### config.mk
export PLATFORM = sky130hd
export DESIGN_NAME = matrix_slot_allocator
export DESIGN_NICKNAME = d
export VERILOG_FILES = /design/src/rtl/matrix_slot_allocator_pkg.sv /design/src/rtl/matrix_slot_allocator_scanner.sv /design/src/rtl/matrix_slot_allocator.sv
export SDC_FILE = /design/constraint.sdc
export NUM_CORES = 1
export LEC_CHECK = 0
export ABC_CLOCK_PERIOD_IN_PS = 4850
export CAP_MARGIN = 20
export CORE_ASPECT_RATIO = 0.9
export CORE_UTILIZATION = 50
export DETAILED_ROUTE_END_ITERATION = 16
export PLACE_DENSITY = 0.68
export REMOVE_ABC_BUFFERS = 1
export SKIP_CTS_REPAIR_TIMING = 1
export SLEW_MARGIN = 20
export SYNTH_ARGS = -nofsm -noshare
export SYNTH_HDL_FRONTEND = slang
export SYNTH_SLANG_ARGS = --single-unit
### constraint.sdc
create_clock -name clk -period 4.85 [get_ports clk]
set_clock_uncertainty 0.1 [all_clocks]
set_input_delay 0.7275 -clock clk [delete_from_list [all_inputs] [get_ports clk]]
set_output_delay 0.7275 -clock clk [all_outputs]
set_load 0.03 [all_outputs]
### src/rtl/matrix_slot_allocator_pkg.sv
// Shared constants, state encoding and class helpers for the slot allocator.
// Build option: MATRIX_ALLOC_EVICT_EN (recycle the oldest entry of a full class).
package matrix_slot_allocator_pkg;

  localparam int DEF_NUM_SLOTS   = 20;
  localparam int DEF_SLOT_WORDS  = 25;
  localparam int DEF_MAX_PER_DIM = 2;
  localparam int NUM_CLASSES     = 25;
  localparam int DIM_MIN         = 1;
  localparam int DIM_MAX         = 5;
  localparam int ADDR_W          = 9;
  localparam int ADDR_SPACE      = 512;
  localparam int DIM_W           = 3;
  localparam int CLS_W           = 5;

  typedef enum logic [1:0] {
    S_IDLE  = 2'd0,
    S_SCAN  = 2'd1,
    S_GRANT = 2'd2,
    S_FAIL  = 2'd3
  } state_e;

  function automatic logic dim_ok(input logic [DIM_W-1:0] d);
    return (d >= DIM_W'(DIM_MIN)) && (d <= DIM_W'(DIM_MAX));
  endfunction

  // Row-major class id, only meaningful when both dims pass dim_ok.
  function automatic logic [CLS_W-1:0] class_of(
    input logic [DIM_W-1:0] m,
    input logic [DIM_W-1:0] n
  );
    logic [CLS_W-1:0] r;
    logic [CLS_W-1:0] c;
    r = CLS_W'(m) - CLS_W'(1);
    c = CLS_W'(n) - CLS_W'(1);
    return r * CLS_W'(DIM_MAX) + c;
  endfunction

endpackage

### src/rtl/matrix_slot_allocator_scanner.sv
// Linear free-slot search: tests one slot per enabled cycle from index 0,
// reporting the first free index or exhaustion at the last slot.
module slot_free_scanner
  import matrix_slot_allocator_pkg::*;
#(
  parameter int NUM_SLOTS = DEF_NUM_SLOTS,
  parameter int IDX_W     = (NUM_SLOTS > 1) ? $clog2(NUM_SLOTS) : 1
) (
  input  logic                 clk,
  input  logic                 rst_n,
  input  logic                 start_i,
  input  logic                 en_i,
  input  logic [NUM_SLOTS-1:0] free_i,
  output logic                 found_o,
  output logic [IDX_W-1:0]     idx_o,
  output logic                 exhausted_o
);

  logic [IDX_W-1:0] idx_q, idx_d;
  logic             cur_free;
  logic             at_last;

  assign cur_free    = free_i[idx_q];
  assign at_last     = (idx_q == IDX_W'(NUM_SLOTS - 1));
  assign found_o     = en_i && cur_free;
  assign exhausted_o = en_i && !cur_free && at_last;
  assign idx_o       = idx_q;

  always_comb begin
    idx_d = idx_q;
    if (start_i) begin
      idx_d = '0;
    end else if (en_i && !cur_free && !at_last) begin
      idx_d = idx_q + IDX_W'(1);
    end
  end

  always_ff @(posedge clk or negedge rst_n) begin
    if (!rst_n) begin
      idx_q <= '0;
    end else begin
      idx_q <= idx_d;
    end
  end

endmodule

### src/rtl/matrix_slot_allocator.sv
// Fixed-slot allocator for up to MAX_PER_DIM matrices per (m,n) class.
// Build option: MATRIX_ALLOC_EVICT_EN reuses a full class's oldest slot.
module matrix_slot_allocator
  import matrix_slot_allocator_pkg::*;
#(
  parameter int NUM_SLOTS   = DEF_NUM_SLOTS,
  parameter int SLOT_WORDS  = DEF_SLOT_WORDS,
  parameter int MAX_PER_DIM = DEF_MAX_PER_DIM
) (
  input  logic              clk,
  input  logic              rst_n,
  input  logic              alloc_req,
  input  logic [DIM_W-1:0]  alloc_m,
  input  logic [DIM_W-1:0]  alloc_n,
  input  logic              commit,
  input  logic              abort,
  output logic [ADDR_W-1:0] base_addr,
  output logic              alloc_ready,
  output logic              alloc_fail,
  input  logic              lookup_req,
  input  logic [DIM_W-1:0]  lookup_m,
  input  logic [DIM_W-1:0]  lookup_n,
  input  logic              lookup_k,
  output logic              lookup_done,
  output logic              lookup_hit,
  output logic [ADDR_W-1:0] lookup_addr,
  output logic [1:0]        class_count
);

  localparam int SLOT_W = (NUM_SLOTS > 1) ? $clog2(NUM_SLOTS) : 1;
  localparam int PTR_W  = (MAX_PER_DIM > 1) ? $clog2(MAX_PER_DIM) : 1;
  localparam int CNT_W  = $clog2(MAX_PER_DIM + 1);

  if (NUM_SLOTS * SLOT_WORDS > ADDR_SPACE) begin : g_bad_cfg
    $error("slot table exceeds 9-bit address space");
  end

  function automatic logic [ADDR_W-1:0] base_of(input logic [SLOT_W-1:0] s);
    return ADDR_W'(s) * ADDR_W'(SLOT_WORDS);
  endfunction

  // Ring-buffer position arithmetic within a class.
  function automatic logic [PTR_W-1:0] ring(input int a, input int b);
    int s;
    s = a + b;
    if (s >= MAX_PER_DIM) s = s - MAX_PER_DIM;
    return PTR_W'(s);
  endfunction

  state_e                 state_q, state_d;
  logic [CLS_W-1:0]       cls_q;
  logic [SLOT_W-1:0]      slot_q;
  logic [NUM_SLOTS-1:0]   used_q;
  logic [SLOT_W-1:0]      ent_q [NUM_CLASSES][MAX_PER_DIM];
  logic [CNT_W-1:0]       cnt_q [NUM_CLASSES];
  logic [PTR_W-1:0]       old_q [NUM_CLASSES];

  logic                   req_ok;
  logic                   cls_full;
  logic                   scan_start;
  logic                   scan_en;
  logic                   found;
  logic                   exhausted;
  logic [SLOT_W-1:0]      scan_idx;
  logic [PTR_W-1:0]       wr_pos;

  logic                   lk_v_q;
  logic                   lk_ok_q;
  logic [CLS_W-1:0]       lk_cls_q;
  logic                   lk_k_q;
  logic [CNT_W-1:0]       lk_cnt;
  logic                   lk_hit;
  logic [PTR_W-1:0]       lk_pos;
  logic [ADDR_W-1:0]      lk_addr;
  logic                   done_q;
  logic                   hit_q;
  logic [ADDR_W-1:0]      laddr_q;
  logic [CNT_W-1:0]       lcnt_q;

  assign req_ok     = dim_ok(alloc_m) && dim_ok(alloc_n);
  assign cls_full   = (cnt_q[cls_q] == CNT_W'(MAX_PER_DIM));
  assign scan_start = (state_q == S_IDLE) && alloc_req && req_ok;
  assign scan_en    = (state_q == S_SCAN) && !cls_full;
  assign wr_pos     = ring(int'(old_q[cls_q]), int'(cnt_q[cls_q]));

  slot_free_scanner #(
    .NUM_SLOTS (NUM_SLOTS),
    .IDX_W     (SLOT_W)
  ) u_scan (
    .clk         (clk),
    .rst_n       (rst_n),
    .start_i     (scan_start),
    .en_i        (scan_en),
    .free_i      (~used_q),
    .found_o     (found),
    .idx_o       (scan_idx),
    .exhausted_o (exhausted)
  );

  always_ff @(posedge clk or negedge rst_n) begin
    if (!rst_n) begin
      state_q <= S_IDLE;
    end else begin
      state_q <= state_d;
    end
  end

  always_comb begin
    state_d = state_q;
    unique case (state_q)
      S_IDLE: begin
        if (alloc_req) state_d = req_ok ? S_SCAN : S_FAIL;
      end
      S_SCAN: begin
        if (cls_full) begin
`ifdef MATRIX_ALLOC_EVICT_EN
          state_d = S_GRANT;
`else
          state_d = S_FAIL;
`endif
        end else if (found) begin
          state_d = S_GRANT;
        end else if (exhausted) begin
          state_d = S_FAIL;
        end
      end
      S_GRANT: begin
        if (commit || abort) state_d = S_IDLE;
      end
      S_FAIL:  state_d = S_IDLE;
      default: state_d = S_IDLE;
    endcase
  end

  always_comb begin
    alloc_ready = (state_q == S_GRANT);
    alloc_fail  = (state_q == S_FAIL);
    base_addr   = alloc_ready ? base_of(slot_q) : '0;
  end

  // Reserved slots are marked used at grant so a later scan skips them.
  always_ff @(posedge clk or negedge rst_n) begin
    if (!rst_n) begin
      cls_q  <= '0;
      slot_q <= '0;
      used_q <= '0;
      for (int c = 0; c < NUM_CLASSES; c++) begin
        cnt_q[c] <= '0;
        old_q[c] <= '0;
        for (int e = 0; e < MAX_PER_DIM; e++) begin
          ent_q[c][e] <= '0;
        end
      end
    end else begin
      if (scan_start) cls_q <= class_of(alloc_m, alloc_n);
      if (scan_en && found) begin
        slot_q           <= scan_idx;
        used_q[scan_idx] <= 1'b1;
      end
`ifdef MATRIX_ALLOC_EVICT_EN
      // Evicted entry leaves the class now; its slot stays reserved.
      if ((state_q == S_SCAN) && cls_full) begin
        slot_q       <= ent_q[cls_q][old_q[cls_q]];
        old_q[cls_q] <= ring(int'(old_q[cls_q]), 1);
        cnt_q[cls_q] <= cnt_q[cls_q] - CNT_W'(1);
      end
`endif
      if (state_q == S_GRANT) begin
        if (abort) begin
          used_q[slot_q] <= 1'b0;
        end else if (commit) begin
          ent_q[cls_q][wr_pos] <= slot_q;
          cnt_q[cls_q]         <= cnt_q[cls_q] + CNT_W'(1);
        end
      end
    end
  end

  always_comb begin
    lk_cnt  = lk_ok_q ? cnt_q[lk_cls_q] : '0;
    lk_hit  = CNT_W'(lk_k_q) < lk_cnt;
    lk_pos  = ring(int'(old_q[lk_cls_q]), int'(lk_k_q));
    lk_addr = lk_hit ? base_of(ent_q[lk_cls_q][lk_pos]) : '0;
  end

  always_ff @(posedge clk or negedge rst_n) begin
    if (!rst_n) begin
      lk_v_q   <= 1'b0;
      lk_ok_q  <= 1'b0;
      lk_cls_q <= '0;
      lk_k_q   <= 1'b0;
      done_q   <= 1'b0;
      hit_q    <= 1'b0;
      laddr_q  <= '0;
      lcnt_q   <= '0;
    end else begin
      lk_v_q  <= (state_q == S_IDLE) && !alloc_req && lookup_req;
      lk_ok_q <= dim_ok(lookup_m) && dim_ok(lookup_n);
      lk_k_q  <= lookup_k;
      if (dim_ok(lookup_m) && dim_ok(lookup_n)) begin
        lk_cls_q <= class_of(lookup_m, lookup_n);
      end else begin
        lk_cls_q <= '0;
      end
      done_q <= lk_v_q;
      if (lk_v_q) begin
        hit_q   <= lk_hit;
        laddr_q <= lk_addr;
        lcnt_q  <= lk_cnt;
      end
    end
  end

  assign lookup_done = done_q;
  assign lookup_hit  = hit_q;
  assign lookup_addr = laddr_q;
  assign class_count = 2'(lcnt_q);

endmodule

==> flow_summary.json <==
{
  "dpl_cell_area_sq_um": 19400,
  "drc_errors": 0,
  "grt_overflow": 0,
  "fillerInstances": 2888,
  "core.rowCount": 66,
  "grt_max_degree": 123,
  "power.density_nw_per_um2": 476,
  "crit_top_cell": "ha_1",
  "critical-path-max-stage-delay_ps": 680,
  "fin_area_sq_um": 20800,
  "total_power_uw": 9900,
  "ioPinCount": 43,
  "synth_top_cell_by_area": "dfrtp_1",
  "yosys_register_bits": 358,
  "root_buffer": "clkbuf_16",
  "ys.flop_type": "dfrtp_1",
  "fin_crit_sh": 0.901,
  "yosysWarningCount": 25,
  "grt_pass1_wl_um": 71600,
  "path_max_fanout": 53,
  "syn_area_sq_um": 18500,
  "cap_violations": 0,
  "path_cells": "buf_4 -> ha_1 -> ha_1 -> ha_1 -> ha_1 -> a31oi_1 -> xnor2_1 -> nor2_1 -> clkdlybuf4s50_1",
  "required_ps": 4020,
  "finalNetCount": 1564,
  "rsz0062_at_grt": "no",
  "grt_pass1_vias": 12097,
  "maxSlewViolCount": 0,
  "cp_num_buf_inv": 2,
  "cp_slowest_cell": "clkdlybuf4s50_1",
  "drive_gt1_frac": 0.320,
  "routedWlPerCell_um": 22.7,
  "clock-sinks": 358,
  "hold_class": "in -> async",
  "finalWeightedCongestion": 0.883,
  "antenna_left": 0,
  "crit_family": "buffers and inverters",
  "r2r_cells": 13,
  "synthTopCellsByCount": "dfrtp_1 (358), mux2_2 (276), nand2_1 (72)",
  "end_kind": "output pin",
  "syn_to_final_growth_pct": 12.8,
  "synth_seq_area_share": 0.485,
  "relSlewSlack": 0.340,
  "synth_edf_count": 0,
  "coreArea_sq_um": 36300,
  "synthArstFlopShare": 1.00,
  "cp.depth": 9,
  "clockBufferDepth": 3,
  "routed_via_density": 6.00,
  "crit_type": "reg -> out",
  "synth_most_common_cell": "dfrtp_1",
  "clk-insertion-delay-late_ps": 540,
  "synth.area.top_cells": "dfrtp_1 (49%), mux2_2 (17%), mux4_2 (6.5%)",
  "syn_area_per_cell_sq_um": 12.8,
  "synth_cell_types": 65,
  "first_pass_iters": 5,
  "hold_viol_final": 0,
  "status": "complete, no violations",
  "antenna_found_initial": 0,
  "reg2reg_slack_ps": 550,
  "dieWidth_um": 205,
  "leakage_uw": 0.00982,
  "grt_use_total": 0.248,
  "synthCells": 1441,
  "cts.htree.levels": 2,
  "die_h_um": 184,
  "synth_top_area_frac": 0.485,
  "arrival_ps": 3540,
  "start_util": 0.509,
  "numCtsBuffers": 39,
  "port-buffer-count": 42,
  "clk_pin_slew_ps": 60,
  "irDropWorstVdd_mv": 0.294,
  "worstMarginPinSlew_ps": 989,
  "drt_iter0_drc": 871,
  "fmax_ghz": 0.229,
  "cts_tree": "yes",
  "worst_setup_path_start_kind": "register",
  "die-area_sq_um": 37700,
  "dp_hpwl_um": 30600,
  "drt-total-wl_um": 44800,
  "period_needed_ps": 4370,
  "num_antenna_cells": 0,
  "finalSetupViolations": 0,
  "vias": 11858
}
[metrics by stage]
stage,std cells,util,setup WS (ps),setup TNS (ps),hold WS [ps]
floorplan,1355,-,-2170,-60950,311
global placement,1907,0.535,565,0,366
detailed placement,1907,0.535,553,0,369
CTS,1977,0.574,467,0,247
global route,1977,0.574,318,0,288
finish,1977,0.574,480,0,209
[placed cells by master, fill, tap and decap left out, types with 6 or more instances in the layout]
| cell | netlist | final |
|---|---|---|
| dfrtp_2 | 0 | 6 |
| and2b_1 | 10 | 10 |
| o22ai_1 | 36 | 36 |
| nand2b_1 | 6 | 6 |
| nand2_1 | 72 | 72 |
| inv_1 | 51 | 51 |
| a21oi_1 | 41 | 41 |
| dfrtp_1 | 358 | 351 |
| ha_1 | 67 | 67 |
| a31oi_1 | 19 | 19 |
| a22o_1 | 10 | 10 |
| mux4_2 | 53 | 53 |
| nor3_1 | 18 | 17 |
| clkbuf_16 | 0 | 41 |
| nor2_1 | 43 | 43 |
| and2_1 | 14 | 14 |
| fa_1 | 6 | 6 |
| clkbuf_8 | 0 | 14 |
| clkdlybuf4s50_1 | 0 | 41 |
| nor2b_1 | 6 | 6 |
| xnor2_1 | 19 | 19 |
| nand3_1 | 11 | 11 |
| mux2_2 | 276 | 276 |
| mux2_1 | 7 | 7 |
| nor2_4 | 25 | 25 |
| o21ai_0 | 43 | 43 |
| a21o_1 | 33 | 33 |
| mux2i_1 | 66 | 66 |
| buf_4 | 9 | 31 |
[per-layer routing]
layer  global-route usage  wire length [um]  up-vias
met1                0.358             20400     6142
met5                    0                 0        -
met3               0.0447              2590       76
met2                0.383             20700      333
met4               0.0716              1210        0
li1                     -                 -     5307
[power by group]
| part | internal [uW] | switching [uW] | total, uW |
|---|---|---|---|
| Combinational | 1130 | 1730 | 2860 |
| Clock | 1970 | 1210 | 3180 |
| Sequential | 3390 | 465 | 3850 |
| Total | 6490 | 3410 | 9900 |
[layout make-up]
type,count,area (sq um),share of cell area
clock buffer,60,1240,0.0595
tap,476,596,0.0286
multi-input combinational,945,8930,0.429
timing repair buffer,76,718,0.0345
clock inverter,10,159,0.00764
inverter,52,195,0.00938
sequential,358,8970,0.431
[kinds of logic after synthesis]
| family | share of synthesized area |
|---|---|
| muxes | 0.273 |
| buffers and inverters | 0.0317 |
| adders and majority gates | 0.0519 |
| AOI/OAI and AO/OA | 0.0741 |
| xor gates and xnor gates | 0.0104 |
| and+or+nand+nor | 0.0732 |
| DFF | 0.485 |
[state kept, by name, indices dropped and copies added, names as in the netlist]
register	count
lookup_done	1
ent_q	250
slot_q	5
state_q	2
lk_v_q	1
lk_cls_q	5
lk_ok_q	1
cnt_q	50
class_count	2
lookup_addr	9
u_scan.idx_o	5
lk_k_q	1
used_q	20
lookup_hit	1
cls_q	5
[worst paths after layout]
| kind | start | to |
|---|---|---|
| setup / recovery | slot_q[3]$_DFFE_PN0N_ | base_addr[8] |
| hold / removal | rst_n | ent_q[125]$_DFFE_PN0P_ |
| setup reg to reg | lk_cls_q[0]$_DFF_PN0_ | lookup_addr[8]$_DFFE_PN0P_ |
| hold reg to reg | lookup_hit$_DFFE_PN0P_ | lookup_hit$_DFFE_PN0P_ |
| max in group asynchronous | rst_n | ent_q[38]$_DFFE_PN0P_ |
| min in group clk | lookup_hit$_DFFE_PN0P_ | lookup_hit$_DFFE_PN0P_ |
Power figures use the tool's default switching activity.
